<file path="config.mk">
export PLATFORM = sky130hd
export DESIGN_NAME = run_control
export DESIGN_NICKNAME = d
export VERILOG_FILES = /design/src/rtl/run_control_pkg.sv /design/src/rtl/run_counter.sv /design/src/rtl/run_control.sv
export SDC_FILE = /design/constraint.sdc
export NUM_CORES = 1
export LEC_CHECK = 0
export ABC_AREA = 1
export CORE_UTILIZATION = 59
export CTS_CLUSTER_SIZE = 14
export DETAILED_ROUTE_END_ITERATION = 8
export PLACE_DENSITY_LB_ADDON = 0.12
export SYNTH_ARGS = -nofsm -noshare
export SYNTH_HDL_FRONTEND = slang
export SYNTH_SLANG_ARGS = --single-unit
</file>
<file path="constraint.sdc">
create_clock -name clk -period 2.93 [get_ports clk]
set_input_delay 0.586 -clock clk [delete_from_list [all_inputs] [get_ports clk]]
set_output_delay 0.586 -clock clk [all_outputs]
set_load 0.05 [all_outputs]
</file>
<file path="src/rtl/run_control_pkg.sv">
// rtl/run_control_pkg.sv - shared run-control constants: host opcodes, halt causes, FSM states
package run_control_pkg;

  typedef enum logic [2:0] {
    OP_RUN     = 3'd0,
    OP_HALT    = 3'd1,
    OP_STEP    = 3'd2,
    OP_SET_BP  = 3'd3,
    OP_CLR_BP  = 3'd4,
    OP_CLR_CNT = 3'd5
  } op_e;

  typedef enum logic [1:0] {
    CAUSE_NONE = 2'd0,
    CAUSE_HOST = 2'd1,
    CAUSE_BP   = 2'd2,
    CAUSE_STEP = 2'd3
  } cause_e;

  typedef enum logic [1:0] {
    ST_HALTED   = 2'd0,
    ST_RUNNING  = 2'd1,
    ST_STEPPING = 2'd2
  } state_e;

  // A STEP argument of zero still executes one instruction.
  function automatic logic [31:0] step_load_value(input logic [31:0] arg);
    return (arg == 32'd0) ? 32'd1 : arg;
  endfunction

endpackage

</file>
<file path="src/rtl/run_counter.sv">
// rtl/run_counter.sv - step down-counter and retired-instruction up-counter
// Ports: clk, reset (sync, active-high); step_load/step_val load the step count,
// step_dec decrements it; ret_inc increments retired (wraps), ret_clr zeroes it
// and wins over a coincident increment; step_cnt, retired are the register values.
module run_counter (
  input  logic        clk,
  input  logic        reset,
  input  logic        step_load,
  input  logic [31:0] step_val,
  input  logic        step_dec,
  input  logic        ret_inc,
  input  logic        ret_clr,
  output logic [31:0] step_cnt,
  output logic [31:0] retired
);

  logic [31:0] step_q;
  logic [31:0] retired_q;

  always_ff @(posedge clk) begin
    if (reset) begin
      step_q    <= 32'd0;
      retired_q <= 32'd0;
    end else begin
      if (step_load) begin
        step_q <= step_val;
      end else if (step_dec) begin
        step_q <= step_q - 32'd1;
      end
      if (ret_clr) begin
        retired_q <= 32'd0;
      end else if (ret_inc) begin
        retired_q <= retired_q + 32'd1;
      end
    end
  end

  assign step_cnt = step_q;
  assign retired  = retired_q;

endmodule

</file>
<file path="src/rtl/run_control.sv">
// rtl/run_control.sv - processor run/halt/step controller with one PC breakpoint
// Ports: clk, reset (sync, active-high); host command channel cmd_valid/cmd_ready/
// cmd_op/cmd_arg with cmd_err pulse; pc in; cpu_en execution gate; halted,
// halt_cause status; retired count of enabled cycles.
module run_control
  import run_control_pkg::*;
#(
  parameter bit RUN_ON_RESET = 1'b1
) (
  input  logic        clk,
  input  logic        reset,
  input  logic        cmd_valid,
  output logic        cmd_ready,
  input  logic [2:0]  cmd_op,
  input  logic [31:0] cmd_arg,
  input  logic [31:0] pc,
  output logic        cpu_en,
  output logic        halted,
  output logic [1:0]  halt_cause,
  output logic [31:0] retired,
  output logic        cmd_err
);

  state_e      state_q, state_d;
  cause_e      cause_q, cause_d;
  logic        skip_q, skip_d;
  logic        bp_en_q, bp_en_d;
  logic [31:0] bp_addr_q, bp_addr_d;
  logic        err_q, err_d;

  logic        acc;
  logic        bp_hit;
  logic        step_load;
  logic        step_dec;
  logic        ret_clr;
  logic [31:0] step_cnt;

  assign cmd_ready = !reset;
  assign acc       = cmd_valid && cmd_ready;
  // skip_bp lets the instruction sitting on the breakpoint execute once after resume.
  assign bp_hit    = bp_en_q && (pc == bp_addr_q) && !skip_q;
  assign cpu_en    = (state_q != ST_HALTED) && !bp_hit;
  assign halted    = (state_q == ST_HALTED);
  assign halt_cause = cause_q;
  assign cmd_err   = err_q;

  assign step_dec = (state_q == ST_STEPPING) && cpu_en;
  assign ret_clr  = acc && (cmd_op == OP_CLR_CNT);

  always_comb begin
    state_d   = state_q;
    cause_d   = cause_q;
    skip_d    = skip_q;
    bp_en_d   = bp_en_q;
    bp_addr_d = bp_addr_q;
    err_d     = 1'b0;
    step_load = 1'b0;

    if (cpu_en) begin
      skip_d = 1'b0;
    end

    if (acc) begin
      case (cmd_op)
        OP_RUN: begin
          if (state_q == ST_HALTED) begin
            state_d = ST_RUNNING;
            skip_d  = 1'b1;
          end else begin
            err_d = 1'b1;
          end
        end
        OP_STEP: begin
          if (state_q == ST_HALTED) begin
            state_d   = ST_STEPPING;
            skip_d    = 1'b1;
            step_load = 1'b1;
          end else begin
            err_d = 1'b1;
          end
        end
        OP_SET_BP: begin
          bp_en_d   = 1'b1;
          bp_addr_d = cmd_arg;
        end
        OP_CLR_BP:  bp_en_d = 1'b0;
        OP_HALT:    ;
        OP_CLR_CNT: ;
        default:    err_d = 1'b1;
      endcase
    end

    // Halt conditions only arise while executing; ordering encodes HOST > BP > STEP.
    if (state_q != ST_HALTED) begin
      if (acc && (cmd_op == OP_HALT)) begin
        state_d = ST_HALTED;
        cause_d = CAUSE_HOST;
      end else if (bp_hit) begin
        state_d = ST_HALTED;
        cause_d = CAUSE_BP;
      end else if ((state_q == ST_STEPPING) && cpu_en && (step_cnt == 32'd1)) begin
        state_d = ST_HALTED;
        cause_d = CAUSE_STEP;
      end
    end
  end

  always_ff @(posedge clk) begin
    if (reset) begin
      state_q   <= RUN_ON_RESET ? ST_RUNNING : ST_HALTED;
      cause_q   <= CAUSE_NONE;
      skip_q    <= 1'b0;
      bp_en_q   <= 1'b0;
      bp_addr_q <= 32'd0;
      err_q     <= 1'b0;
    end else begin
      state_q   <= state_d;
      cause_q   <= cause_d;
      skip_q    <= skip_d;
      bp_en_q   <= bp_en_d;
      bp_addr_q <= bp_addr_d;
      err_q     <= err_d;
    end
  end

  run_counter u_counter (
    .clk       (clk),
    .reset     (reset),
    .step_load (step_load),
    .step_val  (step_load_value(cmd_arg)),
    .step_dec  (step_dec),
    .ret_inc   (cpu_en),
    .ret_clr   (ret_clr),
    .step_cnt  (step_cnt),
    .retired   (retired)
  );

endmodule

</file>
Word-level counts from Yosys, hierarchy flattened
Cells that the tools add are included.
{"block": "classes", "add_sub_neg": 2, "reduce_logical": 25, "n_bitwise": 1, "n_eq_ne": 8, "mux": 24}
{"cell": "$mux 32", "n": 3}
{"cell": "$add 32x1->32 const B", "n": 1}
{"cell": "$eq 32x1->1 const B", "n": 1}
{"cell": "$eq 32x32->1", "n": 1}
{"cell": "$logic_not 32->1", "n": 1}
{"cell": "$sub 32x1->32 const B", "n": 1}
{"cell": "$mux 2", "n": 10}
{"cell": "$logic_and 1x1->1", "n": 8}
{"cell": "$mux 1", "n": 8}
{"cell": "$eq 3x2->1 const B", "n": 2}
{"cell": "$eq 3x3->1 const B", "n": 2}
{"cell": "$reduce_and 2->1", "n": 3}
{"cell": "$reduce_bool 2->1", "n": 3}
{"cell": "$reduce_or 2->1", "n": 3}
{"cell": "$pmux 1 s2", "n": 2}
{"cell": "$pmux 2 s2", "n": 1}
{"cell": "$reduce_or 4->1", "n": 1}
{"cell": "$eq 3x1->1 const B", "n": 1}
{"cell": "$logic_not 1->1", "n": 3}
{"cell": "$logic_not 3->1", "n": 1}
{"cell": "$reduce_bool 3->1", "n": 1}
{"cell": "$eq 2x2->1 const B", "n": 1}
{"cell": "$logic_not 2->1", "n": 1}
{"cell": "$not 1->1", "n": 1}
{"block": "totals", "inputBits": 70, "register_bits": 103}

Logic depth before layout (Yosys ltp)
Gate-level depths: netlist of run 1.
{"block": "depth", "word_depth": 11, "depth_mapped": 14, "depth_no_buf": 14}

Modules after synthesis
Synthesis of run 1 repeated with hierarchy kept, for this count alone.
{"block": "hier_totals", "hier_cells": 1021, "hier_area_um2": 6276.0}
{"mod": "run_counter", "seq_area_each_um2": 1281.2, "cells_each": 612, "area_per_inst_um2": 3902.5, "n_inst": 1}
{"mod": "run_control", "seq_area_each_um2": 780.7, "cells_each": 409, "area_per_inst_um2": 2373.5, "n_inst": 1}

Least setup slack after synthesis of run 1
Ideal clock, no wire load.
{"block": "synth_path", "kind": "register -> output", "startpoint": "register state_q[1]", "endpoint": "output port cpu_en", "path_stages_with_launch": 6, "required_time_ps": 2344, "arrival_time_ps": 1771, "slack_ps": 573, "path_cell_list": "dfxtp_1 > nor2_1 > inv_1 > nand2_2 > inv_2 > buf_2"}
{"block": "synth_between", "elab_chain_cells": 2}
{"element": "from (decl)", "line_no": "run_control.sv:24", "source": "state_e state_q, state_d;"}
{"element": "from (signal assigned)", "line_no": "run_control.sv:110", "source": "state_q <= RUN_ON_RESET ? ST_RUNNING : ST_HALTED;"}
{"element": "from (signal assigned)", "line_no": "run_control.sv:117", "source": "state_q <= state_d;"}
{"element": "$reduce_bool 2->1", "line_no": "run_control.sv:42", "source": "assign cpu_en = (state_q != ST_HALTED) && !bp_hit;"}
{"element": "$logic_and 1x1->1", "line_no": "run_control.sv:42"}
{"element": "to (decl)", "line_no": "run_control.sv:17", "source": "output logic cpu_en,"}
Every way passes these cells.

Worst setup path after layout of run 1
{"block": "layout_path", "startpoint": "input port pc[21]", "endpoint": "output port cpu_en"}
{"block": "layout_between", "elab_chain_cells": 5}
{"element": "from (decl)", "line_no": "run_control.sv:16", "source": "input logic [31:0] pc,"}
{"element": "$eq 32x32->1", "line_no": "run_control.sv:41", "source": "assign bp_hit = bp_en_q && (pc == bp_addr_q) && !skip_q;"}
{"element": "$logic_and 1x1->1 (2 in a row)", "line_no": "run_control.sv:41"}
{"element": "$logic_not 1->1", "line_no": "run_control.sv:42"}
{"element": "$logic_and 1x1->1", "line_no": "run_control.sv:42"}
Every way passes these cells.

==> results of run 1 <==
## per-layer routing
| metal | wire length, microns | vias up | share of wire (%) |
|---|---|---|---|
| met5 | 0 | - | 0 |
| li1 | - | 3535 | - |
| met2 | 7908 | 252 | 44 |
| met3 | 1302 | 21 | 7.2 |
| met4 | 248 | 0 | 1.4 |
| met1 | 8643 | 3070 | 48 |
## critical path, delay by kind of cell
family | cells | cell delay, ps
buffers and inverters | 5 | 820
and+or+nand+nor | 8 | 650
## worst paths after layout
kind	startpoint	to	slack (ps)	cells past startpoint
max	pc[21]	cpu_en	280	13
min reg2reg	bp_addr_q[31]$_SDFFE_PP0P_	bp_addr_q[31]$_SDFFE_PP0P_	490	2
max reg2reg	bp_addr_q[21]$_SDFFE_PP0P_	u_counter.step_cnt[3]$_SDFFE_PP0P_	910	16
min	bp_addr_q[31]$_SDFFE_PP0P_	bp_addr_q[31]$_SDFFE_PP0P_	490	2
## through the flow
stage / total power, mW / instance area (sq um) / utilization [%] / hold WS (ps) / worst slack (ps)
floorplan: 1.617 / 6573 / - / 434.5 / 573.4
global placement: 1.782 / 7789 / 71.85 / 451.4 / 264.0
detailed placement: 1.785 / 7789 / 71.85 / 464.9 / 239.0
CTS: 2.642 / 7970 / 73.52 / 480.7 / 262.9
global route: 2.739 / 7970 / 73.52 / 493.9 / 179.8
finish: 2.635 / 7970 / 73.52 / 485.6 / 279.3
## state kept, by name, indices dropped and copies added, names as in the netlist
register / count
u_counter.step_cnt: 32
halt_cause: 2
u_counter.retired: 32
cmd_err: 1
skip_q: 1
bp_addr_q: 32
state_q: 2
bp_en_q: 1
## area by class of cell
| class | count | area [sq um] |
|---|---|---|
| repair buffers | 121 | 1234 |
| fillers | 937 | 2870 |
| well taps | 140 | 175.2 |
| flip-flops and latches | 103 | 2062 |
| clock buffers | 10 | 127.6 |
| clock inverters | 6 | 53.80 |
| multi-input cells | 778 | 3822 |
| inverters | 132 | 495.5 |
## layout by cell type (no fill, tap or decap), types with 2 or more instances in the layout
master,n
o21ai_1,11
clkinv_4,3
buf_12,5
or2_2,3
nand2_1,294
nor2_4,3
ha_1,3
xor2_1,31
nor4_1,2
clkdlybuf4s50_1,105
nor3_1,19
nand3b_1,7
nand3_1,53
o21bai_1,4
buf_4,11
or2_1,2
o21ai_0,55
a21oi_2,10
nor2_2,5
nor2_1,122
inv_2,5
xnor2_1,14
clkbuf_8,9
nand2_2,3
nand3_2,12
nand4_1,20
inv_1,127
a21oi_1,92
dfxtp_1,103
## logic make-up (layout without fill, tap and decap cells)
kind of cell | count (synthesis) | in the layout | synth area share (%)
XOR/XNOR | 45 | 45 | 5.997
adder cells (fa/ha/maj) | 3 | 3 | 0.5712
flip-flops | 103 | 103 | 31.37
AND/OR/NAND/NOR | 551 | 551 | 36.80
AO/OA/AOI/OAI | 179 | 179 | 14.60
buffers and inverters | 170 | 269 | 10.66
## power groups by stage
stage | clock network [mW] | logic, mW | registers (mW)
2_1_floorplan | 0 | 0.140 | 1.48
3_3_place_gp | 0 | 0.319 | 1.46
3_5_place_dp | 0 | 0.322 | 1.46
4_1_cts | 0.887 | 0.323 | 1.43
5_1_grt | 0.947 | 0.357 | 1.43
6_report | 0.877 | 0.327 | 1.43
==> impl_metrics.csv, run 1 <==
group,metric,value,unit
run_status,outcome,"completed",
job,maxCapViolCount,0,
floorplan,initial_utilization,60.63,%
cts,cts_max_level,3,
synthesis,netlist_area,6573,sq um
place,gp_congestion,0.9406,
synthesis,synth_common_cells,"nand2_1, inv_1, nor2_1",
synthesis,synth_largest_area_cell,"dfxtp_1",
timing,clock.fmax,377.3,MHz
place,dpl.hpwl,13700,microns
routing,drt_iter0_drc,549,
grt,top_usage_layer,"met2",
timing,worst_clock_skew,17.44,ps
cts,cts_buffer_depth,2,
power_and_ir_drop,power.density,330.6,nW/um^2
floorplan,die_area,11570,sq um
grt,gr-usage-met2,49.73,%
critical_path,cp_slowest_cell,"clkdlybuf4s50_1",
floorplan,core_area,10840,sq um
power_and_ir_drop,p_leak,3.384,nW
cts,clk_latency,400,ps
grt,grt_start_max_net_pins,60,
synthesis,synth_seq_cells,103,
cts,cts_resized,0,
synthesis,synth_enable_flop_cells,0,
synthesis,ys_async_sr_fraction,0,%
power_and_ir_drop,switchingPower,748.0,uW
place,portBuffers,107,
grt,grt_pass1_wl,29320,microns
cells_and_area,syn2layout_area_growth,21.26,%
timing,tightest_slew,516.3,ps
cells_and_area,n_antenna_cell,0,
synthesis,synth_ff_type,"dfxtp_1",
timing,rsz0062_at_grt,"no",
synthesis,synth.most_common_cell,"nand2_1",
power_and_ir_drop,power_frac_clock,33.3,%
synthesis,synth_top_area_share,31.37,%
critical_path,arrival,2060,ps
timing,timing.final.crit_share,90.47,%
floorplan,pin_count,108,
hold_path,holdCritPathClass,"flop to flop",
critical_path,critPathKind,"primary input to primary output",
cts,clockRootBuffer,"clkbuf_8",
timing,drv_slew,0,
critical_path,cp_common_cell,"nand2_1",
timing,final-setup-viol-count,0,
critical_path,crit_fanout,2,
cts,cts_hold_buf,0,
critical_path,end_kind,"primary output",
routing,routed_wl,18100,microns
power_and_ir_drop,switching_share,28.39,%
routing,drc,0,
timing,finalHoldViolCount,0,
critical_path,worstPathCellList,"clkdlybuf4s50_1 -> inv_1 -> nand2_1 -> nand2_1 -> inv_1 -> nand2_1 -> nor2_1 -> nand2_1 -> nor2_2 -> nand3_4 -> nand2_2 -> inv_2 -> buf_12",
routing,dr.pass1.iters,5,
cts,cts_tree,"yes",
grt,grt_usage,32.62,%
floorplan,die_w,107.5,microns
routing,viasPerCell,5.332,
cts,cts_setup_buffers,0,
critical_path,critical_path.max_stage_delay,490,ps
cts,clk_pin_slew_worst_paths,100,ps
synthesis,yosys_warnings,0,
routing,drtAntennaViolNets,0,
synthesis,synth.lib_cells_used.distinct,41,
routing,vias,6878,
synthesis,ys_seq_area_share,31.37,%
grt,grt_pass1_vias,6012,
timing,setup-tns-final,0,ps
power_and_ir_drop,p_int,1.887,mW
place,dpl.cell_count,1274,
power_and_ir_drop,power_frac_comb,12.4,%
routing,wl_per_cell,14.03,microns
floorplan,die_h,107.5,microns
synthesis,synth.top_cells.by_area,"dfxtp_1, nand2_1, inv_1, a21oi_1, nor2_1",
cts,cts.sinks,103,
cells_and_area,drive_above_1_share,6.783,%
cts,cts_inserted_buffers,9,
grt,grt_util_met3,7.627,%
critical_path,cp.required,2340,ps
floorplan,rows,38,
timing,slew-limit-headroom,65.26,%
synthesis,syn_nets,1124,
synthesis,netlist_instances,1051,
grt,met1_usage,46.03,%
power_and_ir_drop,seqPwrFrac,54.3,%
grt,gr-total-overflow,0,
cells_and_area,fin_cells,1290,
synthesis,syn_avg_cell_area,6.254,sq um
timing,fin_crit,2651,ps
critical_path,start_kind,"primary input",
power_and_ir_drop,ir_worst_vdd,0.3122,mV
grt,grt_antenna_before_repair,0,
cells_and_area,final_net_count,1218,
Power figures use the tool's default switching activity.
==> inputs of run 2 (changes only) <==
--- a/config.mk
+++ b/config.mk
@@ -6,7 +6,7 @@
 export NUM_CORES = 1
 export LEC_CHECK = 0
 export ABC_AREA = 1
-export CORE_UTILIZATION = 59
+export CORE_UTILIZATION = 55
 export CTS_CLUSTER_SIZE = 14
 export DETAILED_ROUTE_END_ITERATION = 8
 export PLACE_DENSITY_LB_ADDON = 0.12
==> impl_metrics.csv, run 2 (synthesis gave the netlist of run 1 again) <==
group,metric,value,unit
cts,clk_pin_slew_worst_paths,70,ps
job,maxCapViolCount,0,
critical_path,cp.required,2340,ps
routing,vias,6851,
floorplan,die_h,111.3,microns
run_status,violations,"DRC",
critical_path,r2r_cells,16,
critical_path,crit_start,"pc[5]",
grt,grt_pass1_vias,6034,
cells_and_area,final_common_cell,"nand2_1",
cts,cts_setup_buffers,0,
routing,dr_wl_met2,7645,microns
routing,routed_wl,18160,microns
cts,cts_inserted_buffers,9,
cells_and_area,final_net_count,1217,
cells_and_area,n_antenna_cell,0,
critical_path,arrival,2100,ps
timing,fin_crit,2685,ps
critical_path,crit_fanout,2,
cts,cts_resized,0,
routing,wl_met3,1511,microns
critical_path,rrSetupSlack,960,ps
floorplan,die_w,111.3,microns
timing,final-setup-viol-count,0,
critical_path,start_kind,"primary input",
critical_path,cp.buffers_inverters,4,
power_and_ir_drop,p_leak,3.414,nW
grt,grt_usage,30.44,%
place,gp_congestion,0.9607,
grt,gr-total-overflow,0,
timing,worst_clock_skew,10.89,ps
timing,fin_hold_ws,472.9,ps
timing,clock.fmax,372.4,MHz
floorplan,rows,39,
cts,cts_tree,"yes",
hold_path,worstHoldStart,"bp_addr_q[31]$_SDFFE_PP0P_",
critical_path,end_kind,"primary output",
floorplan,die_area,12390,sq um
power_and_ir_drop,power.density,362.7,nW/um^2
timing,finalHoldViolCount,0,
power_and_ir_drop,ir_worst_vdd,0.2875,mV
hold_path,holdCritPathClass,"flop to flop",
grt,grt_antenna_before_repair,0,
floorplan,core_area,11520,sq um
power_and_ir_drop,p_int,2.165,mW
cts,cts_max_level,3,
routing,drt_iter0_drc,734,
routing,drc,8,
routing,wl_met1,8706,microns
critical_path,cp_common_cell,"nor2_1",
run_status,outcome,"finished, violations left",
routing,drtAntennaViolNets,0,
power_and_ir_drop,seqPwrFrac,48.9,%
grt,grt_pass1_wl,30100,microns
cts,cts_buffer_depth,2,
cells_and_area,drive_above_1_share,6.707,%
critical_path,critPathKind,"primary input to primary output",
cts,cts.sinks,103,
timing,tightest_slew,635.4,ps
cells_and_area,layout_common_cells,"nand2_1, inv_1, nor2_1, clkdlybuf4s50_1, dfxtp_1",
critical_path,cp_slowest_cell,"clkdlybuf4s50_1",
place,portBuffers,107,
critical_path,r2r_start,"bp_addr_q[21]$_SDFFE_PP0P_",
grt,grt_start_max_net_pins,60,
critical_path,critical_path.max_stage_delay,450,ps
critical_path,cp_num_cells,11,
critical_path,worstPathCellList,"clkdlybuf4s50_1 -> inv_1 -> nand2_1 -> o21ai_1 -> nor2_1 -> nand3_1 -> nor2_1 -> nand3_4 -> nand2_2 -> inv_2 -> buf_12",
power_and_ir_drop,power_frac_comb,11.2,%
timing,drv_slew,0,
cells_and_area,final_util,70.02,%
cells_and_area,syn2layout_area_growth,22.69,%
routing,dr.pass1.iters,7,
hold_path,whs_path_depth,2,
floorplan,pin_count,108,
power_and_ir_drop,power_frac_clock,39.9,%
cts,cts_hold_buf,0,
timing,slew-limit-headroom,57.25,%
power_and_ir_drop,switching_share,25.98,%
routing,top_layer,"met4",
timing,setup-tns-final,0,ps
power_and_ir_drop,switchingPower,759.8,uW
floorplan,initial_utilization,57.07,%
timing,rsz0062_at_grt,"no",
timing,timing.final.crit_share,91.64,%
cts,clockRootBuffer,"clkbuf_16",
routing,wl_per_cell,14.07,microns
routing,viasPerCell,5.307,
critical_path,crit_family,"simple AND/OR/NAND/NOR gates",
place,dpl.hpwl,13680,microns
cts,clk_latency,360,ps
## run 2: power by group through the flow
stage	registers (mW)	logic (mW)	clock network, mW
final	1.43	0.327	1.17
after global routing	1.43	0.358	1.23
after CTS	1.43	0.324	1.18
after detailed placement	1.46	0.323	0
after global placement	1.46	0.321	0
after floorplan	1.48	0.140	0
## run 2: per-layer routing
metal / global-route usage [%] / vias to the layer above
met4: 7.027 / 0
met5: 0 / -
met3: 6.561 / 24
met2: 45.29 / 251
met1: 44.73 / 3051
li1: - / 3525
## run 2: through the flow
step | area [sq um] | setup slack [ps] | cells | power, mW
finish | 8064 | 245.0 | 1291 | 2.925
global route | 8064 | 133.1 | 1291 | 3.022
CTS | 8064 | 217.4 | 1291 | 2.932
detailed placement | 7785 | 224.6 | 1276 | 1.785
global placement | 7785 | 219.8 | 1276 | 1.783
floorplan | 6573 | 573.4 | 1051 | 1.617
## run 2: path summary, 6_finish.rpt
check                                  endpoint
max reg2reg  u_counter.step_cnt[3]$_SDFFE_PP0P_
max                                      cpu_en
min                  bp_addr_q[31]$_SDFFE_PP0P_
min reg2reg          bp_addr_q[31]$_SDFFE_PP0P_
## run 2: final cells by class
class | count | area, sq um
clock buffers | 10 | 239.0
repair buffers | 120 | 1226
well taps | 143 | 178.9
inverters | 132 | 495.5
flip-flops and latches | 103 | 2062
multi-input cells | 778 | 3822
fillers | 1041 | 3452
clock inverters | 5 | 40.04
## run 2: worst register-to-register path, delay by kind of cell (launching register included)
family	cells	cell delay, ps
AND/OR/NAND/NOR	12	1070
buffers and inverters	4	500
flip-flops	1	360
==> inputs of run 3 (changes only) <==
--- a/config.mk
+++ b/config.mk
@@ -10,6 +10,7 @@
 export CTS_CLUSTER_SIZE = 14
 export DETAILED_ROUTE_END_ITERATION = 8
 export PLACE_DENSITY_LB_ADDON = 0.12
+export RECOVER_POWER = 100
 export SYNTH_ARGS = -nofsm -noshare
 export SYNTH_HDL_FRONTEND = slang
 export SYNTH_SLANG_ARGS = --single-unit
==> impl_metrics.csv, run 3 (synthesis gave the netlist of run 1 again) <==
group,metric,value,unit
grt,grt_pass1_vias,6034,
cts,clockRootBuffer,"clkbuf_16",
timing,setup-tns-final,0,ps
critical_path,cp.required,2340,ps
timing,finalHoldViolCount,0,
timing,fin_crit,2733,ps
cells_and_area,final_common_cell,"nand2_1",
power_and_ir_drop,power.density,364.2,nW/um^2
cells_and_area,n_antenna_cell,0,
critical_path,start_kind,"primary input",
timing,drv_slew,0,
floorplan,die_h,111.3,microns
cells_and_area,final_net_count,1217,
cts,cts_hold_buf,0,
floorplan,initial_utilization,57.07,%
job,maxCapViolCount,0,
critical_path,cp_slowest_cell,"clkdlybuf4s50_1",
grt,grt_usage,30.44,%
timing,clock.fmax,365.9,MHz
place,place_ws,224.6,ps
cts,cts_inserted_buffers,9,
grt,grt_pass1_wl,30100,microns
routing,drt_iter0_drc,681,
timing,tightest_slew,956.5,ps
power_and_ir_drop,p_leak,3.530,nW
cts,cts_resized,0,
grt,grt_antenna_before_repair,0,
cts,clk_latency,360,ps
routing,drc,8,
floorplan,rows,39,
critical_path,arrival,2150,ps
routing,vias,6825,
cells_and_area,syn2layout_area_growth,22.03,%
cts,cts.sinks,103,
cells_and_area,drive_above_1_share,6.098,%
critical_path,end_kind,"primary output",
power_and_ir_drop,power,2.921,mW
routing,routed_wl,18210,microns
routing,drtAntennaViolNets,0,
cts,cts_buffer_depth,2,
grt,grt_start_max_net_pins,60,
power_and_ir_drop,ir_worst_vdd,0.2878,mV
critical_path,critPathKind,"primary input to primary output",
run_status,outcome,"finished, violations left",
cts,clk_pin_slew_worst_paths,70,ps
timing,final-setup-viol-count,0,
timing,timing.final.crit_share,93.27,%
floorplan,pin_count,108,
critical_path,worstPathCellList,"clkdlybuf4s50_1 -> inv_1 -> nand2_1 -> o21ai_0 -> nor2_1 -> nand3_1 -> nor2_1 -> nand3_4 -> nand2_2 -> inv_1 -> buf_12",
cts,cts_setup_buffers,0,
floorplan,die_w,111.3,microns
floorplan,core_area,11520,sq um
critical_path,critical_path.max_stage_delay,450,ps
floorplan,die_area,12390,sq um
timing,rsz0062_at_grt,"no",
cts,cts_tree,"yes",
place,gp_congestion,0.9607,
place,dpl.hpwl,13680,microns
routing,wl_per_cell,14.11,microns
grt,gr-total-overflow,0,
cells_and_area,layout_common_cells,"nand2_1, inv_1, nor2_1, dfxtp_1, a21oi_1",
routing,viasPerCell,5.287,
timing,fin_ws,197.2,ps
hold_path,holdCritPathClass,"flop to flop",
timing,slew-limit-headroom,36.23,%
run_status,violations,"DRC",
timing,worst_clock_skew,8.856,ps
cts,cts_max_level,3,
routing,dr.pass1.iters,8,
critical_path,crit_fanout,2,
place,portBuffers,107,
run 3: cell count changes in the layout (fill, tap and decap cells not counted), moves of 2 or more:
cell,change
a21oi_1,+2
a21oi_2,-2
buf_4,-3
clkbuf_2,+3
clkdlybuf4s50_1,-37
dlygate4sd3_1,+37
nor2_1,+2
run 3: worst max-delay path, delay by kind of cell:
| family | cells | cell delay (ps) |
|---|---|---|
| buf+inv | 4 | 740 |
| simple gates | 6 | 730 |
| compound gates | 1 | 80 |
run 3: path summary, 6_finish.rpt:
path	from	endpoint	slack, ps	cells past startpoint
worst max-delay path	pc[5]	cpu_en	200	11
worst min-delay path	bp_addr_q[31]$_SDFFE_PP0P_	bp_addr_q[31]$_SDFFE_PP0P_	470	2
worst max register to register	bp_addr_q[5]$_SDFFE_PP0P_	u_counter.step_cnt[3]$_SDFFE_PP0P_	730	13
worst min register to register	bp_addr_q[31]$_SDFFE_PP0P_	bp_addr_q[31]$_SDFFE_PP0P_	470	2
run 3: layer usage:
layer / vias to the layer above / wire, microns / global-route usage [%]
met5: - / 0 / 0
met4: 0 / 294 / 7.027
met3: 20 / 1511 / 6.561
met2: 249 / 7656 / 45.29
met1: 3032 / 8751 / 44.73
li1: 3524 / - / -
run 3: stage by stage:
stage / util (%) / hold WS [ps] / area [sq um] / cells
detailed placement: 67.60 / 457.9 / 7785 / 1276
global placement: 67.60 / 452.2 / 7785 / 1276
global route: 69.64 / 495.2 / 8020 / 1291
floorplan: - / 434.5 / 6573 / 1051
CTS: 70.02 / 469.3 / 8064 / 1291
finish: 69.64 / 473.0 / 8020 / 1291
run 3: cell type report:
type	instances	area [sq um]
clock buffer	10	239.0
clock inverter	5	40.04
fill	1052	3496
inverter	132	495.5
multi-input combinational	778	3802
sequential	103	2062
tap	143	178.9
timing repair buffer	120	1202
run 3: power by group:
group	internal (mW)	total (mW)	switching, mW
sequential	1.41	1.43	0.0154
combinational	0.145	0.322	0.177
clock	0.602	1.17	0.567
total	2.16	2.92	0.759
